### config.mk
export PLATFORM = sky130hd
export DESIGN_NAME = result_accum
export DESIGN_NICKNAME = d
export VERILOG_FILES = /design/src/rtl/result_accum.sv
export SDC_FILE = /design/constraint.sdc
export NUM_CORES = 1
export LEC_CHECK = 0
export BUFFER_PORTS_ARGS = -buffer_cell sky130_fd_sc_hd__buf_2
export CAP_MARGIN = 20
export CORE_AREA = 2 2 120 151
export DETAILED_ROUTE_END_ITERATION = 7
export DIE_AREA = 0 0 122 153
export GPL_TIMING_DRIVEN = 0
export SYNTH_ARGS = -nofsm -noshare
export SYNTH_HDL_FRONTEND = slang
export SYNTH_SLANG_ARGS = --single-unit
### constraint.sdc
create_clock -name clk -period 2.95 [get_ports clk]
set_clock_uncertainty 0.05 [all_clocks]
set_input_delay 0 -clock clk [delete_from_list [all_inputs] [get_ports clk]]
set_output_delay 0 -clock clk [all_outputs]
set_load 0.1 [all_outputs]
### src/rtl/result_accum.sv
// result_accum: sums COUNT consecutive samples of the adder-chain result
// stream into one block sum and presents it on a valid/ready output.
// An early flush closes a partial block.
// Optional build macro RESULT_ACCUM_SAT_EN: the accumulator saturates at
// 2^SUM_W-1 instead of wrapping, and an extra out_sat output flags the block.
module result_accum #(
   parameter int DATA_W = 32,
   parameter int COUNT  = 4,
   parameter int SUM_W  = 34,
   parameter int CNT_W  = 3
) (
   input  logic              clk,
   input  logic              rst,
   input  logic              in_valid,
   input  logic [DATA_W-1:0] in_data,
   output logic              in_ready,
   input  logic              flush,
   output logic              out_valid,
   output logic [SUM_W-1:0]  out_sum,
   output logic [CNT_W-1:0]  out_cnt,
   input  logic              out_ready
`ifdef RESULT_ACCUM_SAT_EN
   ,
   output logic              out_sat
`endif
);

   typedef enum logic {ACCUM, HOLD} state_t;

   state_t             state_q, state_d;
   logic [SUM_W-1:0]   acc_q, acc_d;
   logic [CNT_W-1:0]   cnt_q, cnt_d;
   logic [SUM_W-1:0]   out_sum_q, out_sum_d;
   logic [CNT_W-1:0]   out_cnt_q, out_cnt_d;

   logic               accept;
   logic [SUM_W-1:0]   add_val;
   logic [SUM_W-1:0]   sum_nx;
   logic [CNT_W-1:0]   cnt_nx;

`ifdef RESULT_ACCUM_SAT_EN
   logic               sat_q, sat_d;
   logic               out_sat_q, out_sat_d;
   logic [SUM_W:0]     sum_ext;
   logic               sat_nx;
`endif

   // In HOLD a new sample can only enter in the same cycle the held block leaves.
   assign in_ready  = (state_q == ACCUM) ? 1'b1 : out_ready;
   assign accept    = in_valid && in_ready;
   assign out_valid = (state_q == HOLD);
   assign out_sum   = out_sum_q;
   assign out_cnt   = out_cnt_q;

   assign add_val = accept ? SUM_W'(in_data) : '0;
   assign cnt_nx  = cnt_q + CNT_W'(accept);

`ifdef RESULT_ACCUM_SAT_EN
   assign out_sat = out_sat_q;
   // Carry out of the add, or an earlier overflow in this block, pins the sum at max.
   always_comb begin
      sum_ext = {1'b0, acc_q} + {1'b0, add_val};
      sat_nx  = sat_q | sum_ext[SUM_W];
      sum_nx  = sat_nx ? '1 : sum_ext[SUM_W-1:0];
   end
`else
   assign sum_nx = acc_q + add_val;
`endif

   // Next-state: accumulate in ACCUM, close a block on COUNT or flush, drain in HOLD.
   always_comb begin
      state_d   = state_q;
      acc_d     = acc_q;
      cnt_d     = cnt_q;
      out_sum_d = out_sum_q;
      out_cnt_d = out_cnt_q;
`ifdef RESULT_ACCUM_SAT_EN
      sat_d     = sat_q;
      out_sat_d = out_sat_q;
`endif
      case (state_q)
         ACCUM: begin
            // A flush coinciding with the completing sample still yields one block.
            if ((accept && cnt_nx == CNT_W'(COUNT)) || (flush && cnt_nx != '0)) begin
               state_d   = HOLD;
               out_sum_d = sum_nx;
               out_cnt_d = cnt_nx;
               acc_d     = '0;
               cnt_d     = '0;
`ifdef RESULT_ACCUM_SAT_EN
               out_sat_d = sat_nx;
               sat_d     = 1'b0;
`endif
            end else begin
               acc_d = sum_nx;
               cnt_d = cnt_nx;
`ifdef RESULT_ACCUM_SAT_EN
               sat_d = sat_nx;
`endif
            end
         end
         HOLD: begin
            // Flush is ignored here; only the output handshake moves us on.
            if (out_ready) begin
               if (accept) begin
                  if (COUNT == 1) begin
                     out_sum_d = SUM_W'(in_data);
                     out_cnt_d = CNT_W'(1);
`ifdef RESULT_ACCUM_SAT_EN
                     out_sat_d = 1'b0;
`endif
                  end else begin
                     state_d = ACCUM;
                     acc_d   = SUM_W'(in_data);
                     cnt_d   = CNT_W'(1);
                  end
               end else begin
                  state_d = ACCUM;
                  acc_d   = '0;
                  cnt_d   = '0;
               end
            end
         end
         default: state_d = ACCUM;
      endcase
   end

   // State and datapath registers; reset drops any partial or pending block.
   always_ff @(posedge clk or posedge rst) begin
      if (rst) begin
         state_q   <= ACCUM;
         acc_q     <= '0;
         cnt_q     <= '0;
         out_sum_q <= '0;
         out_cnt_q <= '0;
`ifdef RESULT_ACCUM_SAT_EN
         sat_q     <= 1'b0;
         out_sat_q <= 1'b0;
`endif
      end else begin
         state_q   <= state_d;
         acc_q     <= acc_d;
         cnt_q     <= cnt_d;
         out_sum_q <= out_sum_d;
         out_cnt_q <= out_cnt_d;
`ifdef RESULT_ACCUM_SAT_EN
         sat_q     <= sat_d;
         out_sat_q <= out_sat_d;
`endif
      end
   end

endmodule

# After elaboration in Yosys (flattened, before gate mapping)
# Index checks and enable logic that the tools add are counted.
[totals]
in_bits = 37
elab_cells = 28
reg_bits = 75
[op_classes]
n_reduce_logical = 6
eq_ne = 2
mux = 12
bitwise_logic = 1
n_addsub = 2
[op_table]
columns = ["operator", "n"]
rows = [
  ["$mux 34", 2],
  ["$pmux 34 s2", 1],
  ["$add 34x34->34", 1],
  ["$mux 32", 1],
  ["$mux 3", 2],
  ["$pmux 3 s2", 1],
  ["$mux 1", 4],
  ["$add 3x1->3", 1],
  ["$eq 3x3->1 const B", 1],
  ["$logic_and 1x1->1", 3],
  ["$reduce_bool 3->1", 1],
  ["$ne 2x2->1 const B", 1],
  ["$pmux 1 s2", 1],
  ["$reduce_and 2->1", 1],
  ["$logic_or 1x1->1", 1],
  ["$not 1->1", 1],
]

# Longest topological paths before layout
# Gate-level depths: netlist of run 1.
[depth]
ltp_word = 8
ltp_mapped = 15

# Least setup slack after synthesis of run 1
# No wires, ideal clock.
[synth_path]
path_kind = "reg2reg"
from = "register state_q (netlist: out_valid)"
to = "register acc_q[32]"
t_required_ns = 2.823
setup_ns = 0.077
arrival_ns = 4.477
stages_incl_launch_ff = 15
slack_ns = -1.654
n_path_buf = 4
path_cell_list = "dfrtp_1 nand2b_1 clkbuf_1 clkbuf_1 clkbuf_1 and3_1 ha_1 clkbuf_1 a21oi_1 o21ai_0 a31o_2 a21o_1 a21o_1 o311a_1 a21oi_1"
[synth_via]
elab_chain_len = 8
[synth_lines]
columns = ["item", "line_no", "text"]
rows = [
  ["start, declared", "30", "state_t state_q, state_d;"],
  ["start signal, assigned", "141", "state_q <= state_d;"],
  ["$mux 1 (*)", "49", "assign in_ready = (state_q == ACCUM) ? 1'b1 : out_ready;"],
  ["via in_ready", "16", "output logic in_ready,"],
  ["$logic_and 1x1->1 (*)", "50", "assign accept = in_valid && in_ready;"],
  ["parallel branches: the longest is 4 deep, another holds $add 34x34->34", "n/a", ""],
  ["$mux 34 (*)", "84", "if ((accept && cnt_nx == CNT_W'(COUNT)) || (flush && cnt_nx != '0)) begin"],
  ["$pmux 34 s2 (*)", "81", "case (state_q)"],
  ["end signal, assigned", "132", "acc_q <= '0;"],
  ["end signal, assigned", "142", "acc_q <= acc_d;"],
  ["end, declared", "31", "logic [SUM_W-1:0] acc_q, acc_d;"],
]
# Mark *: on every way through the listed nets, which the timed path passes.
# A chain may end at the register's enable or synchronous reset.

# Final worst setup path of run 1
[layout_path]
from = "register state_q (netlist: out_valid)"
to = "register out_sum_q[22] (netlist: out_sum[22])"
[layout_via]
elab_chain_len = 7
[layout_lines]
columns = ["item", "line_no", "text"]
rows = [
  ["parallel branches: the longest is 7 deep, another holds $add 34x34->34", "n/a", ""],
  ["end signal, assigned", "144", "out_sum_q <= out_sum_d;"],
  ["end, declared", "33", "logic [SUM_W-1:0] out_sum_q, out_sum_d;"],
]
# Several ways; the timed one is not identified.

==> results of run 1 <==
## worst min-delay path by stage
stage	cells past startpoint	from	endpoint
detailed placement	2	rst	acc_q[9]
global placement	2	flush	cnt_q[0]
global route	5	in_data[29]	acc_q[29]
floorplan	1	flush	cnt_q[0]
finish	5	in_data[29]	acc_q[29]
CTS	5	in_data[22]	acc_q[22]
## cells in the final DEF, fill, tap and decap left out, types with 5 or more instances in the layout
cell           count
nand2_1           91
buf_4             28
dlygate4sd3_1      9
inv_1             27
ha_4              18
nand4_1            8
buf_2             78
dfrtp_1           74
clkbuf_1          17
xor2_1             7
a21oi_4            7
o21ai_2            5
nor2_1            16
and3_4            14
ha_1              11
o21ai_0           72
and3_1            17
o21a_1             7
o211ai_1           6
o21ai_1           16
a21oi_1           19
clkbuf_8           5
clkbuf_16         11
nand3_1           17
nand2_2            5
xnor2_1           15
nor2b_1            7
a21oi_2           12
nor3_1             5
nand2b_1           5
ha_2               5
a21o_1             9
mux2_2            17
## metal layers
layer | global-route usage [%] | part of all wire (%) | vias up
met2 | 29.87 | 50 | 119
met4 | 8.320 | 3.0 | 0
met5 | 0 | 0 | -
li1 | - | - | 2468
met3 | 2.575 | 3.6 | 35
met1 | 23.20 | 43 | 2419
## critical path: stages (launching register included)
cell and delay (ns):
dfrtp_2 0.43, nand2b_4 0.11, clkbuf_16 0.15, and3_4 0.20, ha_4 0.20, buf_4 0.13, buf_6 0.11, or2b_1 0.21
a21oi_4 0.08, o21bai_4 0.17, a21boi_4 0.10, buf_6 0.13, o41ai_4 0.43, o21ai_1 0.13, xnor2_1 0.28, o21ai_1 0.09
## Yosys cell counts (all sizes together), types with 9 or more instances
| master | count | area share, % |
|---|---|---|
| nand3 | 20 | 1.9 |
| a21oi | 38 | 3.6 |
| and3 | 31 | 3.7 |
| ha | 34 | 8.1 |
| xor2 | 9 | 1.5 |
| a21o | 9 | 1.3 |
| nand2 | 96 | 6.9 |
| dfrtp | 75 | 36 |
| clkbuf | 30 | 2.2 |
| o21ai | 94 | 9.0 |
| inv | 30 | 2.2 |
| nor2 | 16 | 1.1 |
| mux2 | 17 | 3.7 |
| xnor2 | 20 | 3.4 |
## registers in the layout, summed over array words and instances (netlist names)
name,count
out_cnt,3
out_sum,34
acc_q,34
cnt_q,3
out_valid,1
## area by class of cell
type / instances / area, um^2 / share of cell area [%]
clock inverters: 2 / 60.06 / 0.8131
multi-input cells: 485 / 3835 / 51.92
plain buffers: 33 / 224.0 / 3.032
flip-flops and latches: 75 / 1878 / 25.43
well taps: 224 / 280.3 / 3.795
repair buffers: 114 / 733.2 / 9.927
clock buffers: 13 / 260.3 / 3.524
inverters: 30 / 115.1 / 1.559
## power by group
part,switching [W],internal [W]
combinational,0.00368,0.00160
clock,0.000452,0.000784
sequential,0.000267,0.00145
## metrics by stage
stage	util [%]	total power, W	setup WS (ns)
global placement	36.38	0.006455	-0.6312
CTS	40.38	0.007899	-0.2724
finish	42.87	0.008237	-0.1801
detailed placement	36.55	0.006492	-0.6356
floorplan	-	0.005467	-0.3004
global route	42.87	0.008754	-0.3041
## timing repair
| action | in CTS | in global routing |
|---|---|---|
| gates resized for setup | 31 | 86 |
| endpoints found under the setup margin | 67 | 68 |
| pin swaps | 22 | 41 |
| buffers inserted | 16 | 14 |
| endpoints found under the hold margin | 42 | 0 |
| hold buffers | 9 | 0 |
## kinds of logic after synthesis
logic type               Yosys count
flip-flops                        75
AO/OA/AOI/OAI                    195
adder cells (fa/ha/maj)           35
buffers and inverters             64
AND/OR/NAND/NOR                  209
multiplexers                      17
XOR/XNOR                          29
==> impl_metrics.yaml, run 1 <==
cts:
  path_clk_slew_ns: 0.06
  htreeDepth: 3
  cts_buffers: 9
  cts-root-buf: "clkbuf_16"
  clkSinkCount: 75
  clock_latency_ns: 0.34
  cts_tree: "built"
  clockBufferDepth: 2
route:
  detail-route-antenna-nets: 0
  routedWlPerCell_um: 17.27
  via_per_inst: 5.165
  firstDrtPassIters: 5
  drt-initial-drc-count: 313
  vias: 5041
  routed_wirelength_um: 16860
  remaining_drc_errors: 0
timing:
  setup_slack_ns: -0.1801
  min_period_ns: 3.130
  final-max-slew-violation-count: 0
  tns_ns: -1.433
  setup_viol: 16
  rsz0062_at_grt: "yes"
  fmax_ghz: 0.3195
  fin_crit_sh_pct: 106.1
  hold_slack_ns: 0.006738
  tightest_slew_ns: 0.6821
  hold_viol_final: 0
  slew_headroom_pct: 54.36
global_routing:
  grt_pass1_vias: 4954
  grt-ovfl-total: 0
  grt_max_degree: 42
  grt_pass1_wl_um: 26300
  antenna_found_initial: 0
  grt_usage_pct: 18.10
synthesis:
  yosys.area_share.xor_xnor_pct: 4.862
  synth_mux_area_share_pct: 3.665
  synth_cells: 624
  synth_compound_area_share_pct: 22.87
  syn_area_mm2: 0.005224
  syn_area_per_cell_um2: 8.371
  async_flop_share_pct: 100.0
  synth_edf_count: 0
  ys_seq_area_share_pct: 35.93
  yosys.area_share.simple_pct: 19.52
  synth_cell_types: 56
  synthAdderAreaFrac_pct: 8.527
  synthFlopType: "dfrtp_1"
  ys_warn_count: 0
  synth_seq_cells: 75
  synthesis.nets: 696
  synth_top_family_by_area: "compound AO/OA/AOI/OAI gates"
finish:
  layoutNonFillerInstCount: 976
  drive_gt1_share_pct: 34.71
  area_growth_syn_to_layout_pct: 41.39
  final_area_mm2: 0.007386
  diodes: 0
  nFillCells: 1727
  finish.net_count: 820
power:
  powerDensity_mw_per_mm2: 1115
  p_leak_nw: 3.252
  vdd_ir_drop_max_mv: 0.5222
critical_path:
  rr_endpoint: "out_sum[22]"
  r2r_setup_slack_ns: -0.18
  start_kind: "flop"
  endpoint: "out_sum[22]"
  required_ns: 3.10
  crit_start: "out_valid"
  end_kind: "flop"
  arrival_ns: 3.28
  critPathKind: "flop to flop"
  r2r-start: "out_valid"
  crit_path_max_fanout: 7
  rr_worst_depth: 15
placement:
  io_buffer_count: 74
  dpl.hpwl_um: 11930
  dp.cells: 923
  gp_congestion: 0.8586
  dpl_cell_area_mm2: 0.006297
die:
  rows: 54
  die_area_mm2: 0.01867
  die_h_um: 153
  coreArea_mm2: 0.01723
  die_x_um: 122
  ios: 76
  initial_core_util_pct: 30.32
run_status:
  violations: "negative setup slack"
  outcome: "finished with violations"
job:
  max_cap_violations: 0
min_path:
  min_path_type: "primary input to flop"
No activity file was read; power rests on OpenSTA's default activity.
==> run 2: changes to the inputs <==
--- a/config.mk
+++ b/config.mk
@@ -7,10 +7,13 @@
 export LEC_CHECK = 0
 export BUFFER_PORTS_ARGS = -buffer_cell sky130_fd_sc_hd__buf_2
 export CAP_MARGIN = 20
+export CELL_PAD_IN_SITES_DETAIL_PLACEMENT = 0
+export CELL_PAD_IN_SITES_GLOBAL_PLACEMENT = 1
 export CORE_AREA = 2 2 120 151
 export DETAILED_ROUTE_END_ITERATION = 7
 export DIE_AREA = 0 0 122 153
 export GPL_TIMING_DRIVEN = 0
+export PLACE_DENSITY_LB_ADDON = 0.1
 export SYNTH_ARGS = -nofsm -noshare
 export SYNTH_HDL_FRONTEND = slang
 export SYNTH_SLANG_ARGS = --single-unit
==> run 2 against run 1 <==
  * The run still ends with negative setup slack left
  * Sequential share of layout area is 0.71 points lower
  * Worst hold slack improved by 0.020 ns
  * Register-to-register slack got worse by 0.03 ns
  * Count of clock-buffer cells in the layout decreased by 1
  * Global-route usage grew 2.0 points
  * Non-clock buffer count up 14
  * Power up 3.6%
  * Flip-flop and latch count unchanged
  * Routed wire length grew 8.1%
  * Clock power grew 4%
  * First-iteration DRC count is 41% lower
  * Core utilization up 1.2 points
==> impl_metrics.yaml, run 2 (synthesis gave the netlist of run 1 again) <==
placement:
  io_buffer_count: 74
  gp_congestion: 0.9346
  dpl_cell_area_mm2: 0.006297
  dp_slack_ns: -0.8746
  dpl.hpwl_um: 12910
power:
  vdd_ir_drop_max_mv: 0.5324
  p_leak_nw: 3.333
  powerDensity_mw_per_mm2: 1124
min_path:
  min_path_type: "primary input to flop"
  hold-path-cell-count: 4
  min_from: "in_data[15]"
  hold_end: "acc_q[15]"
critical_path:
  critPathKind: "flop to flop"
  end_kind: "flop"
  r2r-start: "out_valid"
  r2r_setup_slack_ns: -0.21
  start_kind: "flop"
  crit_path_max_fanout: 6
  required_ns: 3.13
  rr_endpoint: "out_sum[31]"
  arrival_ns: 3.34
  rr_worst_depth: 14
die:
  die_h_um: 153
  rows: 54
  die_area_mm2: 0.01867
  initial_core_util_pct: 30.32
  die_x_um: 122
  ios: 76
  coreArea_mm2: 0.01723
global_routing:
  grt_pass1_vias: 5311
  antenna_found_initial: 0
  grt_max_degree: 41
  grt_pass1_wl_um: 29000
  grt-ovfl-total: 0
  grt_usage_pct: 20.09
timing:
  fin_crit_sh_pct: 107.1
  setup_slack_ns: -0.2087
  fmax_ghz: 0.3166
  slew_headroom_pct: 47.94
  rsz0062_at_grt: "yes"
  hold_viol_final: 0
  final-max-slew-violation-count: 0
  min_period_ns: 3.159
  tightest_slew_ns: 0.7809
  setup_viol: 15
cts:
  clockBufferDepth: 2
  clock_latency_ns: 0.35
  cts-root-buf: "clkbuf_16"
  htreeDepth: 3
  clkSinkCount: 75
  cts_tree: "built"
  path_clk_slew_ns: 0.06
  cts_buffers: 9
run_status:
  violations: "negative setup slack"
  outcome: "finished with violations"
route:
  drt-initial-drc-count: 184
  routed_wirelength_um: 18230
  vias: 5169
  routedWlPerCell_um: 18.39
  detail-route-antenna-nets: 0
  remaining_drc_errors: 0
  firstDrtPassIters: 5
  via_per_inst: 5.216
finish:
  final_area_mm2: 0.007599
  diodes: 0
  multi_input_area_mm2: 0.003900
  drive_gt1_share_pct: 36.90
  utilization_pct: 44.10
  nFillCells: 1719
  regArea_mm2: 0.001878
  final_cell_mix: "89 x nand2_1, 78 x buf_2, 74 x dfrtp_1"
  finish.net_count: 834
  area_growth_syn_to_layout_pct: 45.46
  final_common_cell: "nand2_1"
job:
  max_cap_violations: 0
-- run 2: cell count changes in the layout (fill, tap and decap cells not counted), moves of 3 or more --
cell	previous run	this run
clkbuf_8	5	0
a21oi_1	19	15
ha_4	18	22
nand3_1	17	20
a21oi_4	7	4
nand3_2	3	0
buf_4	28	40
o21ai_0	72	64
and3_1	17	14
ha_2	5	2
o21ai_1	16	24
a21oi_2	12	19
xnor2_1	15	12
and3_4	14	17
-- run 2: stage by stage --
step	TNS, ns	total power (W)	cells	hold WS [ns]
4_1_cts	-2.406	0.008316	978	0.01492
3_5_place_dp	-31.23	0.006583	923	0.01920
6_report	-1.555	0.008537	991	0.02707
2_1_floorplan	-2.581	0.005467	624	0.05727
3_3_place_gp	-50.83	0.006521	922	0.1659
5_1_grt	-4.330	0.009082	991	0.04797
-- run 2: cell type report --
| type | instances | share of cell area [%] |
|---|---|---|
| Inverter | 30 | 1.515 |
| Tap cell | 224 | 3.688 |
| Clock buffer | 12 | 3.112 |
| Sequential cell | 75 | 24.72 |
| Multi-Input combinational cell | 485 | 51.33 |
| Buffer | 30 | 2.733 |
| Clock inverter | 4 | 1.301 |
| Timing Repair Buffer | 131 | 11.61 |
-- run 2: how the worst max path moves through the flow --
| stage | startpoint | end | slack [ns] |
|---|---|---|---|
| 2_1_floorplan | out_valid | out_sum[33] | -0.30 |
| 6_report | out_valid | out_sum[31] | -0.21 |
| 5_1_grt | out_valid | out_sum[31] | -0.32 |
| 3_3_place_gp | in_valid | acc_q[30] | -0.88 |
| 4_1_cts | out_valid | out_sum[33] | -0.28 |
| 3_5_place_dp | in_valid | acc_q[30] | -0.87 |
-- run 2: layer usage --
metal  vias up  global-route usage (%)  wire, um
met1      2521                   25.66      8172
met2       101                   33.44      8936
li1       2511                       -         -
met3        36                   2.388       464
met5         -                       0         0
met4         0                   9.524       652
-- run 2: repair_timing --
action / CTS / global route
setup endpoints to repair: 69 / 56
setup buffers: 31 / 16
hold endpoints to repair: 45 / 0
gates resized for setup: 73 / 63
hold buffers: 11 / 0
pin swaps: 42 / 33
-- run 2: worst max-delay path, cell delays in order (launching register included) --
cell	delay, ns
dfrtp_2	0.40
nand2b_4	0.09
clkbuf_16	0.17
clkbuf_16	0.15
and3_4	0.19
ha_4	0.29
nand4_1	0.15
nor2_1	0.13
nand3_1	0.12
o31ai_4	0.32
buf_4	0.17
nand4_1	0.14
a41o_1	0.27
xnor2_1	0.14
mux2_4	0.26
-- run 2: report_power, final --
part | internal [W] | switching (W) | leakage [nW]
Combinational | 0.00175 | 0.00377 | 2.20
Sequential | 0.00145 | 0.000273 | 0.968
Clock | 0.000830 | 0.000463 | 0.161
Total | 0.00403 | 0.00450 | 3.33
==> run 3: changes to the inputs <==
--- a/config.mk
+++ b/config.mk
@@ -9,9 +9,9 @@
 export CAP_MARGIN = 20
 export CELL_PAD_IN_SITES_DETAIL_PLACEMENT = 0
 export CELL_PAD_IN_SITES_GLOBAL_PLACEMENT = 1
-export CORE_AREA = 2 2 120 151
+export CORE_AREA = 2 2 133 135
 export DETAILED_ROUTE_END_ITERATION = 7
-export DIE_AREA = 0 0 122 153
+export DIE_AREA = 0 0 135 137
 export GPL_TIMING_DRIVEN = 0
 export PLACE_DENSITY_LB_ADDON = 0.1
 export SYNTH_ARGS = -nofsm -noshare
==> run 3 against run 2 <==
  * The run still ends with negative setup slack left
  * Register-to-register slack is essentially flat
  * Fmax shrank 0.22%
  * Flip-flop and latch count is the same
  * Non-clock buffer count shrank 11
  * Highest routed layer unchanged
==> impl_metrics.yaml, run 3 (synthesis gave the netlist of run 1 again) <==
route:
  via_per_inst: 5.134
  detail-route-antenna-nets: 0
  routed_wirelength_um: 17360
  routedWlPerCell_um: 17.70
  met2_length_um: 8252
  remaining_drc_errors: 0
  drt-initial-drc-count: 212
  firstDrtPassIters: 5
  wl_met1_um: 8169
  route.top_layer_used: "met4"
  vias: 5036
  met3WireLength_um: 544
power:
  seqPwrFrac_pct: 20.7
  comb_power_share_pct: 64.3
  intPower_w: 0.003915
  clkPwrFrac_pct: 15.0
  p_sw_share_pct: 53.11
  p_leak_nw: 3.273
  vdd_ir_drop_max_mv: 0.4662
  powerDensity_mw_per_mm2: 1118
  switching_power_w: 0.004434
critical_path:
  worst-path-stages: 12
  end_kind: "flop"
  critPathTopFamily: "simple AND/OR/NAND/NOR gates"
  r2r-start: "out_valid"
  crit_chain: "nand2b_4, clkbuf_16, and3_1, ha_1, nand4_1, nor2_1, a221oi_2, o31ai_4, a31o_4, nor3b_4, or4_1, nand3_1"
  start_kind: "flop"
  cpPeakStageDelay_ns: 0.49
  endpoint: "out_sum[33]"
  path_buf_inv: 1
  crit_path_max_fanout: 6
  cp_slowest_cell: "or4_1"
  rr_worst_depth: 12
  arrival_ns: 3.41
  critPathKind: "flop to flop"
  rr_endpoint: "out_sum[33]"
  required_ns: 3.19
  crit_start: "out_valid"
  r2r_setup_slack_ns: -0.22
finish:
  finish.net_count: 823
  drive_gt1_share_pct: 35.71
  nFillCells: 1736
  utilization_pct: 43.79
  final_cell_mix: "90 x nand2_1, 77 x buf_2, 74 x dfrtp_1"
  area_growth_syn_to_layout_pct: 42.99
  final_area_mm2: 0.007470
  diodes: 0
  final_common_cell: "nand2_1"
global_routing:
  grt_usage_pct: 19.54
  grt_max_degree: 46
  grt_pass1_vias: 5084
  grt_pass1_wl_um: 27610
  antenna_found_initial: 1
  grt-ovfl-total: 0
cts:
  path_clk_slew_ns: 0.06
  cts-root-buf: "clkbuf_16"
  clock_latency_ns: 0.35
  cts_buffers: 9
  clkSinkCount: 75
  htreeDepth: 3
  cts_tree: "built"
  clockBufferDepth: 2
timing:
  setup_viol: 23
  slew_headroom_pct: 56.14
  rsz0062_at_grt: "yes"
  fmax_ghz: 0.3159
  final-max-slew-violation-count: 0
  min_period_ns: 3.166
  tns_ns: -2.219
  hold_viol_final: 0
  fin_crit_sh_pct: 107.3
  setup_slack_ns: -0.2158
  tightest_slew_ns: 0.6578
  hold_slack_ns: 0.03103
placement:
  dpl.hpwl_um: 12510
  dpl_cell_area_mm2: 0.006299
  gp_congestion: 0.8488
  io_buffer_count: 74
run_status:
  violations: "negative setup slack"
  outcome: "finished with violations"
die:
  die_area_mm2: 0.01850
  rows: 48
  initial_core_util_pct: 30.63
  coreArea_mm2: 0.01706
  die_h_um: 137
  ios: 76
  die_x_um: 135
job:
  max_cap_violations: 0
min_path:
  min_path_type: "primary input to flop"
## run 3: cell types whose count changed in the layout (fill, tap and decap cells not counted), moves of 3 or more
cell	change
and3_1	+3
a21oi_2	-3
buf_6	+3
buf_4	-10
clkbuf_8	+3
and3_4	-3
o21ai_0	+3
a21oi_4	+3
## run 3: what timing repair did
action,CTS,global route
pin swaps,41,40
endpoints found under the setup margin,68,68
hold buffers,11,0
endpoints found under the hold margin,52,0
setup buffers,30,5
resized for setup,85,44
## run 3: routing by layer
layer / GRT usage [%] / vias up
li1: - / 2479
met1: 26.41 / 2437
met2: 32.06 / 97
met3: 2.185 / 23
met4: 7.755 / 0
met5: 0 / -
## run 3: metrics by stage
step | instances | setup WS [ns] | power [W]
after floorplan | 624 | -0.3004 | 0.005467
final | 981 | -0.2158 | 0.008349
after CTS | 977 | -0.2485 | 0.008229
after detailed placement | 924 | -0.7694 | 0.006549
after global routing | 981 | -0.3540 | 0.008906
after global placement | 923 | -0.7505 | 0.006487
## run 3: worst min-delay path: stages
cell     delay [ns]
buf_2          0.12
nand3_1        0.07
o21ai_0        0.07
a22o_1         0.14
## run 3: worst min-delay path by stage
stage	startpoint	end	slack, ns	cells past startpoint
finish	in_data[27]	acc_q[27]	0.03	4
global route	in_data[15]	acc_q[15]	0.06	4
CTS	in_data[27]	acc_q[27]	0.01	4
detailed placement	rst	out_sum[1]	-0.01	2
global placement	flush	cnt_q[0]	0.17	2
floorplan	flush	cnt_q[0]	0.06	1
## run 3: cell type report
type | count | area [um^2] | area share (%)
buffer | 30 | 207.7 | 2.781
sequential | 75 | 1878 | 25.14
timing repair buffer | 120 | 798.3 | 10.69
tap | 225 | 281.5 | 3.769
clock buffer | 12 | 256.5 | 3.434
clock inverter | 4 | 72.57 | 0.9715
inverter | 30 | 117.6 | 1.575
multi-input combinational | 485 | 3857 | 51.64
## run 3: power groups by stage
stage / registers (W) / logic, W / clock network [W]
2_1_floorplan: 0.00326 / 0.00220 / 0
3_3_place_gp: 0.00172 / 0.00477 / 0
3_5_place_dp: 0.00173 / 0.00481 / 0
4_1_cts: 0.00173 / 0.00522 / 0.00129
5_1_grt: 0.00178 / 0.00580 / 0.00133
6_report: 0.00172 / 0.00537 / 0.00125
